[config.mk]
export PLATFORM = sky130hd
export DESIGN_NAME = vector_lane_serializer
export DESIGN_NICKNAME = d
export VERILOG_FILES = /design/src/rtl/simd_pkg.sv /design/src/rtl/vector_lane_serializer_lane_select.sv /design/src/rtl/vector_lane_serializer.sv
export SDC_FILE = /design/constraint.sdc
export NUM_CORES = 1
export LEC_CHECK = 0
export BUFFER_PORTS_ARGS = -buffer_cell sky130_fd_sc_hd__buf_2
export CORE_ASPECT_RATIO = 0.8
export CORE_MARGIN = 1.5
export CORE_UTILIZATION = 55
export CTS_BUF_LIST = sky130_fd_sc_hd__clkbuf_8
export DETAILED_ROUTE_END_ITERATION = 16
export GPL_TIMING_DRIVEN = 0
export PLACE_DENSITY = 0.82
export SYNTH_ARGS = -nofsm -noshare
export SYNTH_HDL_FRONTEND = slang
export SYNTH_SLANG_ARGS = --single-unit
[constraint.sdc]
create_clock -name clk -period 2.4 [get_ports clk]
set_input_delay 0.6 -clock clk [delete_from_list [all_inputs] [get_ports clk]]
set_output_delay 0.6 -clock clk [all_outputs]
set_load 0.02 [all_outputs]
[src/rtl/simd_pkg.sv]
// Shared SIMD datapath definitions: lane geometry defaults, serializer FSM
// encoding and a lane index width helper.
package simd_pkg;

    localparam int SIMD_LANES  = 4;
    localparam int SIMD_LANE_W = 16;

    typedef logic [SIMD_LANE_W-1:0] lane_t;

    typedef enum logic {IDLE, SEND} serializer_state_t;

    // Index width for n lanes; a single-lane vector still needs one bit.
    function automatic int idx_width(input int n);
        return (n > 1) ? $clog2(n) : 1;
    endfunction

endpackage

[src/rtl/vector_lane_serializer_lane_select.sv]
// Combinational LANES:1 mux picking one LANE_W-bit lane out of a packed vector.
module lane_select
    import simd_pkg::*;
#(
    parameter int LANES  = SIMD_LANES,
    parameter int LANE_W = SIMD_LANE_W,
    localparam int IDX_W = idx_width(LANES)
) (
    input  logic [LANES-1:0][LANE_W-1:0] vec_i,
    input  logic [IDX_W-1:0]             idx_i,
    output logic [LANE_W-1:0]            lane_o
);

    // Compare-and-select so out-of-range indices (non power-of-two LANES) give zero.
    always_comb begin
        lane_o = '0;
        for (int k = 0; k < LANES; k++) begin
            if (idx_i == IDX_W'(k)) lane_o = vec_i[k];
        end
    end

endmodule

[src/rtl/vector_lane_serializer.sv]
// Captures a whole SIMD vector and streams it out one lane per beat, lane 0
// first. A reload on the last beat keeps back-to-back vectors bubble-free.
module vector_lane_serializer
    import simd_pkg::*;
#(
    parameter int LANES  = SIMD_LANES,
    parameter int LANE_W = SIMD_LANE_W,
    localparam int VEC_W = LANES * LANE_W,
    localparam int IDX_W = idx_width(LANES)
) (
    input  logic              clk,
    input  logic              rst,
    input  logic              load_valid,
    output logic              load_ready,
    input  logic [VEC_W-1:0]  load_data,
    input  logic              flush,
    output logic              out_valid,
    input  logic              out_ready,
    output logic [LANE_W-1:0] out_lane,
    output logic [IDX_W-1:0]  out_idx,
    output logic              out_last,
    output logic              busy
);

    localparam logic [IDX_W-1:0] LAST_IDX = IDX_W'(LANES - 1);

    serializer_state_t               state_q, state_d;
    logic [IDX_W-1:0]                idx_q, idx_d;
    logic [LANES-1:0][LANE_W-1:0]    vec_q, vec_d;
    logic [LANE_W-1:0]               sel_lane;
    logic                            sending;
    logic                            is_last;

    assign sending = (state_q == SEND);
    assign is_last = sending && (idx_q == LAST_IDX);

    lane_select #(
        .LANES  (LANES),
        .LANE_W (LANE_W)
    ) u_lane_select (
        .vec_i  (vec_q),
        .idx_i  (idx_q),
        .lane_o (sel_lane)
    );

    // State, lane index and vector register; reset clears the held vector too.
    always_ff @(posedge clk) begin
        if (rst) begin
            state_q <= IDLE;
            idx_q   <= '0;
            vec_q   <= '0;
        end else begin
            state_q <= state_d;
            idx_q   <= idx_d;
            vec_q   <= vec_d;
        end
    end

    // Next state: flush wins over any load/out fire; last beat may reload in place.
    always_comb begin
        state_d = state_q;
        idx_d   = idx_q;
        vec_d   = vec_q;
        if (flush) begin
            state_d = IDLE;
            idx_d   = '0;
        end else begin
            case (state_q)
                IDLE: begin
                    if (load_valid) begin
                        vec_d   = load_data;
                        idx_d   = '0;
                        state_d = SEND;
                    end
                end
                SEND: begin
                    if (out_ready) begin
                        if (!is_last) begin
                            idx_d = idx_q + 1'b1;
                        end else if (load_valid) begin
                            vec_d = load_data;
                            idx_d = '0;
                        end else begin
                            state_d = IDLE;
                            idx_d   = '0;
                        end
                    end
                end
                default: begin
                    state_d = IDLE;
                    idx_d   = '0;
                end
            endcase
        end
    end

    // Outputs: lane data is zeroed outside SEND; load_ready has a comb path from out_ready.
    always_comb begin
        out_valid  = sending;
        busy       = sending;
        out_last   = is_last;
        out_idx    = idx_q;
        out_lane   = sending ? sel_lane : '0;
        load_ready = !rst && !flush && ((state_q == IDLE) || (is_last && out_ready));
    end

endmodule

## After elaboration in Yosys (flattened, before gate mapping)

Index checks and enable logic that the tools add are counted.

| cells by class | value |
|---|---|
| multiplexer cells | 17 |
| reduce and logical (&&, ||, !) cells | 11 |
| equal/unequal tests | 6 |
| add/subtract/negate cells | 1 |
| bitwise operators | 2 |

Operators with widths:

| operator | number |
|---|---|
| two-way mux 64 bit | 3 |
| case mux 64 bit (2 select lines) | 1 |
| two-way mux 16 bit | 5 |
| two-way mux 2 bit | 3 |
| == test 2 bit, second input constant | 2 |
| logical AND 1 bit | 4 |
| inequality test 2 bit, second input constant | 2 |
| case mux 2 bit (2 select lines) | 1 |
| two-way mux 1 bit | 3 |
| AND reduction 3 bit | 1 |
| adder 2 x 1 -> 2 bit, second input constant | 1 |
| == test 2 x 1 -> 1 bit, second input constant | 1 |
| zero test 1 bit | 2 |
| zero test 2 bit | 1 |
| inequality test 2 x 1 -> 1 bit, second input constant | 1 |
| NOT 1 bit | 2 |
| case mux 1 bit (2 select lines) | 1 |
| AND reduction 2 bit | 1 |
| OR reduction 2 bit | 1 |
| logical OR 1 bit | 1 |

| storage, ports and cells | value |
|---|---|
| register bits after elaboration | 67 |
| output and inout port bits | 22 |
| input bits | 69 |

## Depth between registers and ports, before layout

| logic depth | value |
|---|---|
| depth after elaboration | 6 |
| mapped depth | 8 |
| gate-level depth less buffers | 5 |

## Cells and area by module

A second synthesis with hierarchy kept.

| second synthesis, totals | value |
|---|---|
| cells, all modules | 333 |
| area, all modules | 3612.2 um^2 |

Modules (own cells, without submodules):

| module | area an instance (um^2) | seq. area each (um^2) | times used | cells an instance |
|---|---|---|---|---|
| vector_lane_serializer | 3188.1 | 1341.3 | 1 | 313 |
| lane_select | 424.2 | 0.0 | 1 | 20 |

## Least setup slack after synthesis

OpenSTA, ideal clock, no wires.

| path | value |
|---|---|
| path kind | register -> output |
| start | reg idx_q[1] (netlist: out_idx[1]) |
| end | out out_lane[10] |
| path slack | -0.135 ns |
| required time | 1.800 ns |
| stages on the path, launching flop included | 9 |
| arrival time | 1.935 ns |
| cells stage by stage | dfxtp_1 inv_1 ha_1 buf_2 nor2b_1 buf_2 buf_6 a221oi_1 o31ai_1 |

| between the ends | value |
|---|---|
| longest elaborated chain between the ends | 6 |

RTL lines:

| what | line | source |
|---|---|---|
| start, declared | vector_lane_serializer.sv:28 | `logic [IDX_W-1:0] idx_q, idx_d;` |
| start signal, assigned | vector_lane_serializer.sv:54 | `idx_q <= idx_d;` |
| zero test 2 bit | vector_lane_serializer_lane_select.sv:18 | `if (idx_i == IDX_W'(k)) lane_o = vec_i[k];` |
| two-way mux 16 bit (3 in a row) | vector_lane_serializer_lane_select.sv:18 |  |
| two-way mux 16 bit * | vector_lane_serializer_lane_select.sv:18 |  |
| two-way mux 16 bit * | vector_lane_serializer.sv:103 | `out_lane = sending ? sel_lane : '0;` |
| end, declared | vector_lane_serializer.sv:19 | `output logic [LANE_W-1:0] out_lane,` |

Mark *: on every way between the ends. The rest lies on a longest branch, timed or not.

## Worst setup path after layout

| path | value |
|---|---|
| start | reg idx_q[0] (netlist: out_idx[0]) |
| end | out out_lane[12] |

Same word-level chain as after synthesis.

==> impl_results.md <==
- Slew Viols, Final: 0
- Number of flops mapped to enable cells by yosys: 0
- Post-cts hold buffer count: 0
- Starting density of the core: 57.01%
- Clock-pin slew on the worst setup and hold paths: 0.07 ns
- Tcrit/Tclk final: 111.0%
- Max Freq: 0.3755 GHz
- Fraction of layout cells with a size suffix above 1: 36.03%
- Hold crit path type: in -> reg
- Yosys warnings: 0
- Worst rel slew slack: 72.50%
- Via count: 3351
- Worst hold slack: 0.4772 ns
- Power per Cell Area: 503.4 nW/µm²
- CTS Sinks: 67
- Max Cap Viol: 0
- Ant diodes: 0
- I/O pins: 91
- Mapped Area: 3654 µm²
- Worst Tran Pin Value: 0.4126 ns
- Syn nets: 452
- Area grow syn2layout: 40.79%
- Drc violations: 0
- Final worst slack: -0.2630 ns
- DP Cell Count: 552
- Synthesized area per cell: 9.640 µm²
- Required @ worst endpoint: 1.80 ns
- Commonest cells after routing, fill and taps aside: nand2b_1, buf_2, mux2i_1, dfxtp_1, buf_4
- Final Core Density: 80.26%
- GRT Total Usage: 32.57%
- Status: finished with violations
- Synth unique cells: 22
- Max IR drop VDD: 284.9 µV
- Cells after Synth: 379
- Switching Share: 26.49%
- CP max stage delay: 0.39 ns
- Grt ovf: 0
- DRT antenna net count: 0
- P_int: 1903 µW
- Wire length per cell: 21.44 µm
- Crit-path cells: inv_4, ha_4, nor2b_4, buf_6, buf_12, buf_12, a221oi_4, o31ai_2, buf_4
- Final Hold Violating Endpoints: 0
- First-pass GRT wire length: 17660 µm
- Initial antenna violation count: 0
- Async SR Flop Fraction: 0%
- Initial DRC Count: 245
- Crit-path slowest cell: dfxtp_4
- Crit Path Class: reg -> out
- RSZ-0062 raised after global routing: true
- HPWL after detailed placement: 6779 µm
- Clock Tree Root: clkbuf_8
- Leakage Power: 0.002048 µW
- Die Span Y: 75.90 µm
- IO Port Bufs: 89
- Routability cong.: 0.8960
- Skew final: 0.009047 ns
- Logic pwr share: 15.7%
- CORE AREA: 6409 µm²
- Synth Flop Type: dfxtp_1
- H-Tree Level Count: 3
- Final wirelength: 12390 µm
- Vias per std cell: 5.798
- Cts bufs inserted: 9
- Pre-antenna DRT Iters: 5
- Largest net degree at the start of global routing: 20
- TritonCTS clock tree: built
- Die X: 94.13 µm
- Vias in the first global route: 3379
- CTS Buffer Depth: 2
- Register area share after synthesis: 36.71%
- Final setup violation count: 16
- Commonest non-fill, non-tap cell in the layout: nand2b_1
- Sequential cell fraction of total power: 47.3%
- Worst Path Max Fanout: 5
- Crit end category: output port
- NetSw: 685.8 µW
- Final nets: 563
- Failing checks: setup timing
- Final non-filler cell total: 578
- Type of origin of the critical path: flip-flop
- Worst EP arrival: 2.06 ns
- Die area: 7144 µm²
- Clock latency on the worst-skew pair: 0.35 ns
- Period minus WS final: 2.663 ns
- FP Rows: 26
- Yosys reg bits: 67
- Most numerous cell on the critical path: buf_12
- Clock Power Share: 37.0%
==> layer usage <==
metal / vias to the layer above / track usage (%) / wire, µm
met4: 0 / 11.94 / 433
li1: 1513 / - / -
met5: - / 0 / 0
met3: 50 / 8.133 / 983
met1: 1601 / 41.10 / 5035
met2: 187 / 53.48 / 5942
==> kinds of logic after synthesis <==
logic type	synth area share (%)
buffers and inverters	7.329
AOI/OAI and AO/OA	7.911
adders and majority gates	1.370
muxes	17.81
DFF	36.71
and+or+nand+nor	28.87
==> worst paths after layout <==
kind	slack [ns]	end	startpoint	cells after the start
max	-0.26	out_lane[12]	out_idx[0]	9
min	0.48	out_idx[0]	flush	2
max reg2reg	0.46	vec_q[9]	out_idx[0]	8
min reg2reg	0.48	vec_q[43]	vec_q[43]	2
==> critical path, delay by kind of cell (launching register included) <==
family	cells	cell delay (ns)
flops	1	0.39
compound gates	2	0.47
fa+ha+maj	1	0.14
simple gates	1	0.12
buf+inv	5	0.59
==> power groups by stage <==
stage	Combinational, µW	Sequential (µW)	Clock, µW
detailed placement	331	1230	0
finish	405	1230	958
global route	431	1230	998
floorplan	224	1220	0
CTS	374	1220	939
global placement	324	1230	0
==> area by class of cell <==
class	count	area, µm²
Sequential cell	67	1346
Inverter	2	10.01
Multi-Input combinational cell	275	2481
Clock buffer	11	151.4
Fill cell	363	1265
Buffer	30	300.3
Tap cell	84	105.1
Timing Repair Buffer	105	706.9
Clock inverter	4	42.54
==> synth_stat cells, types with 2 or more instances <==
cell	count	area [µm²]
nor2b_1	17	106.4
nand2b_1	129	807.0
clkbuf_1	21	78.83
buf_2	4	20.02
nand3_1	16	80.08
buf_12	6	120.1
mux2i_1	65	650.6
a21oi_1	2	10.01
nor3_1	4	20.02
inv_1	2	7.510
a221oi_1	16	140.1
ha_1	4	50.05
dfxtp_1	67	1341
buf_6	3	33.78
o31ai_1	16	120.1
==> repair_timing <==
item                       4_1_cts  5_1_grt
gates resized for setup         77       24
setup buffers                   12        3
pin swaps                       15       14
cloned                           1        1
setup endpoints to repair       16       16
==> registers in the layout, summed over array words and instances, names as in the netlist <==
signal and cells:
out_idx 2, vec_q 64, busy 1
==> through the flow <==
stage          setup slack (ns)  power (µW)  area, µm²  setup TNS [ns]
6_report                -0.2630        2589       5144          -2.732
5_1_grt                 -0.3020        2656       5144          -3.315
2_1_floorplan         -0.009979        1439       3734        -0.08981
3_3_place_gp            -0.2245        1550       4284          -2.096
4_1_cts                 -0.2169        2529       5011          -2.206
3_5_place_dp            -0.2404        1559       4284          -2.290
(Power assumes the default switching activity.)
